File: src/rtl/and6_bist_ctrl_pkg.sv
// Shared definitions for the AND-block BIST controller: FSM encoding and
// the vector-count helper.
package and6_bist_ctrl_pkg;

  typedef logic [2:0] state_t;

  localparam state_t ST_IDLE   = 3'd0;
  localparam state_t ST_DRIVE  = 3'd1;
  localparam state_t ST_SETTLE = 3'd2;
  localparam state_t ST_CHECK  = 3'd3;
  localparam state_t ST_DONE   = 3'd4;

  // Number of (a, b) pairs swept for operand width w.
  function automatic int unsigned num_vectors(input int unsigned w);
    return 32'd1 << (2 * w);
  endfunction

endpackage

File: src/rtl/bist_sat_counter.sv
// Saturating up-counter with synchronous clear; clear wins over increment.
module bist_sat_counter #(
  parameter int WIDTH = 8
) (
  input  logic             clk,
  input  logic             rst_n,
  input  logic             clr_i,
  input  logic             inc_i,
  output logic [WIDTH-1:0] cnt_o
);

  localparam logic [WIDTH-1:0] MAX = '1;

  logic [WIDTH-1:0] cnt_q, cnt_d;

  always_comb begin
    cnt_d = cnt_q;
    if (clr_i)
      cnt_d = '0;
    else if (inc_i && (cnt_q != MAX))
      cnt_d = cnt_q + WIDTH'(1);
  end

  always_ff @(posedge clk or negedge rst_n) begin
    if (!rst_n) cnt_q <= '0;
    else        cnt_q <= cnt_d;
  end

  assign cnt_o = cnt_q;

endmodule

File: src/rtl/and6_bist_ctrl.sv
// Sweeps every (a, b) pair into a combinational AND block, samples y after a
// programmable settle time and tracks mismatches against a & b.
module and6_bist_ctrl
  import and6_bist_ctrl_pkg::*;
#(
  parameter int W             = 6,
  parameter int SETTLE_CYCLES = 1,
  parameter int ERR_W         = 8
) (
  input  logic             clk,
  input  logic             rst_n,
  input  logic             start,
  output logic [W-1:0]     a_out,
  output logic [W-1:0]     b_out,
  input  logic [W-1:0]     y_in,
  output logic             busy,
  output logic             done,
  output logic             pass,
  output logic [ERR_W-1:0] err_count,
  output logic [2*W-1:0]   first_fail_idx
);

  localparam int IW  = 2 * W;
  localparam int SCW = (SETTLE_CYCLES > 1) ? $clog2(SETTLE_CYCLES + 1) : 1;
  localparam logic [IW-1:0]  LAST_IDX    = '1;
  localparam logic [SCW-1:0] SETTLE_LAST = SCW'(SETTLE_CYCLES - 1);

  state_t          state_q, state_d;
  logic [IW-1:0]   idx_q, idx_d;
  logic [W-1:0]    a_q, a_d, b_q, b_d;
  logic [IW-1:0]   ff_q, ff_d;
  logic            busy_q, busy_d, done_q, done_d, pass_q, pass_d;
  logic [SCW-1:0]  settle_cnt;
  logic            settle_last, launch, mismatch, in_check;

  assign launch      = start && ((state_q == ST_IDLE) || (state_q == ST_DONE));
  assign in_check    = (state_q == ST_CHECK);
  assign mismatch    = (y_in != (a_q & b_q));
  assign settle_last = (state_q == ST_SETTLE) && (settle_cnt == SETTLE_LAST);

  bist_sat_counter #(.WIDTH(ERR_W)) u_err_cnt (
    .clk   (clk),
    .rst_n (rst_n),
    .clr_i (launch),
    .inc_i (in_check && mismatch),
    .cnt_o (err_count)
  );

  // Held at zero outside SETTLE so every vector starts its wait from 0.
  bist_sat_counter #(.WIDTH(SCW)) u_settle_cnt (
    .clk   (clk),
    .rst_n (rst_n),
    .clr_i ((state_q != ST_SETTLE) || settle_last),
    .inc_i (state_q == ST_SETTLE),
    .cnt_o (settle_cnt)
  );

  always_comb begin
    state_d = state_q;
    idx_d   = idx_q;
    a_d     = a_q;
    b_d     = b_q;
    ff_d    = ff_q;
    busy_d  = busy_q;
    done_d  = done_q;
    pass_d  = pass_q;
    case (state_q)
      ST_IDLE, ST_DONE: begin
        if (start) begin
          state_d = ST_DRIVE;
          idx_d   = '0;
          ff_d    = '0;
          busy_d  = 1'b1;
          done_d  = 1'b0;
          pass_d  = 1'b0;
        end
      end
      ST_DRIVE: begin
        a_d     = idx_q[IW-1:W];
        b_d     = idx_q[W-1:0];
        state_d = ST_SETTLE;
      end
      ST_SETTLE: begin
        if (settle_last) state_d = ST_CHECK;
      end
      ST_CHECK: begin
        if (mismatch && (err_count == '0)) ff_d = idx_q;
        if (idx_q == LAST_IDX) begin
          // err_count is sticky once nonzero, so this is the final verdict.
          state_d = ST_DONE;
          busy_d  = 1'b0;
          done_d  = 1'b1;
          pass_d  = (err_count == '0) && !mismatch;
        end else begin
          idx_d   = idx_q + IW'(1);
          state_d = ST_DRIVE;
        end
      end
      default: state_d = ST_IDLE;
    endcase
  end

  always_ff @(posedge clk or negedge rst_n) begin
    if (!rst_n) begin
      state_q <= ST_IDLE;
      idx_q   <= '0;
      a_q     <= '0;
      b_q     <= '0;
      ff_q    <= '0;
      busy_q  <= 1'b0;
      done_q  <= 1'b0;
      pass_q  <= 1'b0;
    end else begin
      state_q <= state_d;
      idx_q   <= idx_d;
      a_q     <= a_d;
      b_q     <= b_d;
      ff_q    <= ff_d;
      busy_q  <= busy_d;
      done_q  <= done_d;
      pass_q  <= pass_d;
    end
  end

  assign a_out          = a_q;
  assign b_out          = b_q;
  assign busy           = busy_q;
  assign done           = done_q;
  assign pass           = pass_q;
  assign first_fail_idx = ff_q;

endmodule

File: config.mk
export PLATFORM = sky130hd
export DESIGN_NAME = and6_bist_ctrl
export DESIGN_NICKNAME = d
export VERILOG_FILES = /design/src/rtl/and6_bist_ctrl_pkg.sv /design/src/rtl/bist_sat_counter.sv /design/src/rtl/and6_bist_ctrl.sv
export SDC_FILE = /design/constraint.sdc
export NUM_CORES = 1
export LEC_CHECK = 0
export CORE_ASPECT_RATIO = 0.5
export CORE_MARGIN = 2
export CORE_UTILIZATION = 47
export CTS_CLUSTER_SIZE = 24
export DETAILED_ROUTE_END_ITERATION = 12
export PLACE_DENSITY = 0.85
export SLEW_MARGIN = 30
export SYNTH_ARGS = -nofsm -noshare
export SYNTH_HDL_FRONTEND = slang
export SYNTH_SLANG_ARGS = --single-unit
File: constraint.sdc
create_clock -name clk -period 1.6 [get_ports clk]
set_input_delay 0.24 -clock clk [delete_from_list [all_inputs] [get_ports clk]]
set_output_delay 0.24 -clock clk [all_outputs]
set_load 0.03 [all_outputs]
==> results by group <==
Run status
  • Outcome: finished, violations left
  • Failing checks: negative setup slack

Synthesis
  • Most frequent cell after synthesis: dfrtp_1
  • Net Count, Synth: 254
  • Mapped cell area: 2540 um^2
  • Post-synthesis register bit count: 51
  • Register area share after synthesis: 50.2%
  • Largest area contributor in the netlist: dfrtp_1
  • Synth cell types: 45
  • Ys flop type: dfrtp_1
  • Synth cell count leaders: dfrtp_1, nand2_1, mux2i_1
  • Post-synth EDFFs: 0
  • Count of mapped cells out of synthesis: 242
  • Synth top area share: 50.2%
  • Ys Warns: 0
  • Async SR Flop Fraction: 100%
  • Mean Syn Cell Area: 10.5 um^2
  • Top post-synthesis cells by area: dfrtp_1, mux2i_1, nand2_1

Critical path
  • CP endpoint kind: flip-flop
  • Critical path peak fanout: 6
  • Biggest cell delay along the critical path: 0.47 ns
  • CP Cell Sequence: inv_2 -> ha_1 -> or4b_4 -> nor4_4 -> nand2_2 -> buf_4 -> mux2i_1
  • CP top delay family: simple AND/OR/NAND/NOR gates
  • Critical Path Slowest Stage Cell: or4b_4
  • Worst EP required: 1.82 ns
  • Worst EP arrival: 2.07 ns
  • Crit Path Class: flip-flop to flip-flop
  • Worst setup SP type: flip-flop
  • Crit path buffers/inverters: 2

Cells and area
  • Area of the multi-input gates: 1400 um^2
  • FF/Latch Area: 1290 um^2
  • Diode count: 0
  • Layout cells sized above 1: 40.6%
  • Final instance area: 3900 um^2
  • Layout Nets: 361
  • FILL cells: 311
  • Layout area overhead: 53.5%

Power and ir drop
  • Leakage: 0.00194 uW
  • PnR Total Power: 3760 uW
  • PD cells: 963 nW/um^2
  • IR drop worst, VDD: 0.670 mV

Timing
  • Final Cycle Share: 115%
  • Worst rel slew slack: 67.5%
  • Fin Clk Skew: 0.0167 ns
  • Tightest Pin Transition: 0.488 ns
  • RSZ-0062 raised after global routing: yes
  • Min cycle time layout: 1.85 ns
  • Max-slew violation count: 0
  • Max Freq: 542 MHz
  • Fin Hold WS: 0.414 ns
  • Final setup fails: 27
  • Fin worst setup slack: -0.246 ns
  • Final Hold Viols: 0

Clock tree
  • Root Buffer: clkbuf_8
  • Clock sinks: 51
  • Worst-skew pair later-pin latency: 0.31 ns
  • Clk slew on worst S/H paths: 0.11 ns
  • CTS H-tree lvls: 2
  • Num CTS Buffers: 5
  • Max clock buf depth: 2
  • CTS tree: done

Detailed routing
  • Via/cell ratio: 5.83
  • Number of routed nets with antenna violations: 0
  • Vias after detailed routing: 2,450
  • Initial DRC count: 199
  • First-pass DRT Iterations: 5
  • DRC Markers: 0
  • Routed WL: 8.31 mm
  • Routed WL per cell: 19.8 um

Placement
  • Post-detail-place hpwl: 4.94 mm
  • PortBufs: 43
  • Global placer's final weighted congestion: 0.846
  • Post-placement cell area: 3510 um^2

Global route
  • Initial antenna violation count: 0
  • Global-route wire length before repair: 12.0 mm
  • GR Util All Layers: 25.5%
  • Largest net degree at the start of global routing: 23
  • Vias in the first global route: 2,376
  • Total grt overflow: 0

Die
  • Site Rows: 18
  • Initial Util: 50.2%
  • I/O Pins: 44
  • Die X: 108 um
  • Die Ht: 56.0 um
  • Die area: 6050 um^2
  • Core outline area: 5070 um^2

Worst hold path
  • Hold WC Path Type: primary input to async pin

Run
  • Max_cap viols: 0
[final cells by class]
type / count / share of cell area (%)
timing repair buffer: 112 / 26.2
clock buffer: 5 / 1.76
multi-input combinational: 175 / 35.9
inverter: 4 / 0.385
tap: 70 / 2.24
sequential: 51 / 33.1
clock inverter: 3 / 0.385
[report_power, final]
| group | internal [uW] | leakage [uW] | switching, uW |
|---|---|---|---|
| sequential | 1470 | 0.000595 | 130 |
| combinational | 590 | 0.00130 | 811 |
| clock | 301 | 0.0000477 | 457 |
| total | 2360 | 0.00194 | 1400 |
[state kept, by name, summed over array words and instances, names as in the netlist]
name,count
done,1
state_q,3
b_out,6
u_settle_cnt.cnt_o,1
first_fail_idx,12
u_err_cnt.cnt_o,8
a_out,6
pass,1
idx_q,12
busy,1
[placed cells by master, fill, tap and decap left out, types with 4 or more instances in the layout]
master,count
clkdlybuf4s50_1,8
clkbuf_8,5
dfrtp_1,37
mux2_2,12
buf_4,54
a21oi_1,5
nor2_1,12
dlygate4sd2_1,23
dfrtp_2,14
and3_1,5
xnor2_1,4
o21ai_0,5
nor3_4,4
dlymetal6s2s_1,11
mux2i_1,17
nand2_1,44
buf_6,11
nand3_1,8
[path summary, 6_finish.rpt]
| path | from | end | slack (ns) | depth (start not counted) |
|---|---|---|---|---|
| hold reg to reg | first_fail_idx[6] | first_fail_idx[6] | 0.54 | 2 |
| max in group asynchronous | rst_n | u_err_cnt.cnt_o[0] | 0.56 | 3 |
| min in group clk | first_fail_idx[6] | first_fail_idx[6] | 0.54 | 2 |
| hold / removal | rst_n | b_out[4] | 0.41 | 2 |
| setup reg to reg | u_err_cnt.cnt_o[1] | first_fail_idx[3] | -0.25 | 7 |
| setup / recovery | u_err_cnt.cnt_o[1] | first_fail_idx[3] | -0.25 | 7 |
[metal layers]
layer  track usage, %  vias to the layer above  share of wire [%]
li1                 -                     1077                  -
met1             34.1                     1241                 42
met2             43.6                      111                 50
met3             4.10                       21                6.2
met4             6.59                        0                2.1
met5                0                        -                  0
[per-stage QoR]
| stage | util, % | instances | worst slack, ns | setup TNS, ns |
|---|---|---|---|---|
| floorplan | - | 242 | -0.253 | -3.15 |
| global placement | 69.2 | 399 | -0.331 | -6.47 |
| detailed placement | 69.2 | 399 | -0.388 | -7.56 |
| CTS | 72.4 | 411 | -0.218 | -3.32 |
| global route | 77.0 | 420 | -0.349 | -6.88 |
| finish | 77.0 | 420 | -0.246 | -3.89 |
[cell families after synthesis]
| group | synth area share (%) |
|---|---|
| adder cells (fa/ha/maj) | 1.48 |
| buffers and inverters | 3.44 |
| XOR/XNOR | 1.38 |
| AO/OA/AOI/OAI | 8.41 |
| multiplexers | 12.8 |
| AND/OR/NAND/NOR | 22.3 |
| flip-flops | 50.2 |
[worst reg2reg max path: cells and delay by family (launching register included)]
kind                       cells  cell delay, ns
and+or+nand+nor                3            0.79
adders and majority gates      1            0.13
buffers and inverters          2            0.24
DFF                            1            0.42
muxes                          1            0.19
[what timing repair did]
action / in CTS / in global routing
buffers inserted: 3 / 11
hold buffers: 1 / 0
endpoints found under the setup margin: 48 / 47
pin swaps: 13 / 11
resized for setup: 40 / 41
endpoints found under the hold margin: 17 / 0
(Power assumes the default switching activity.)
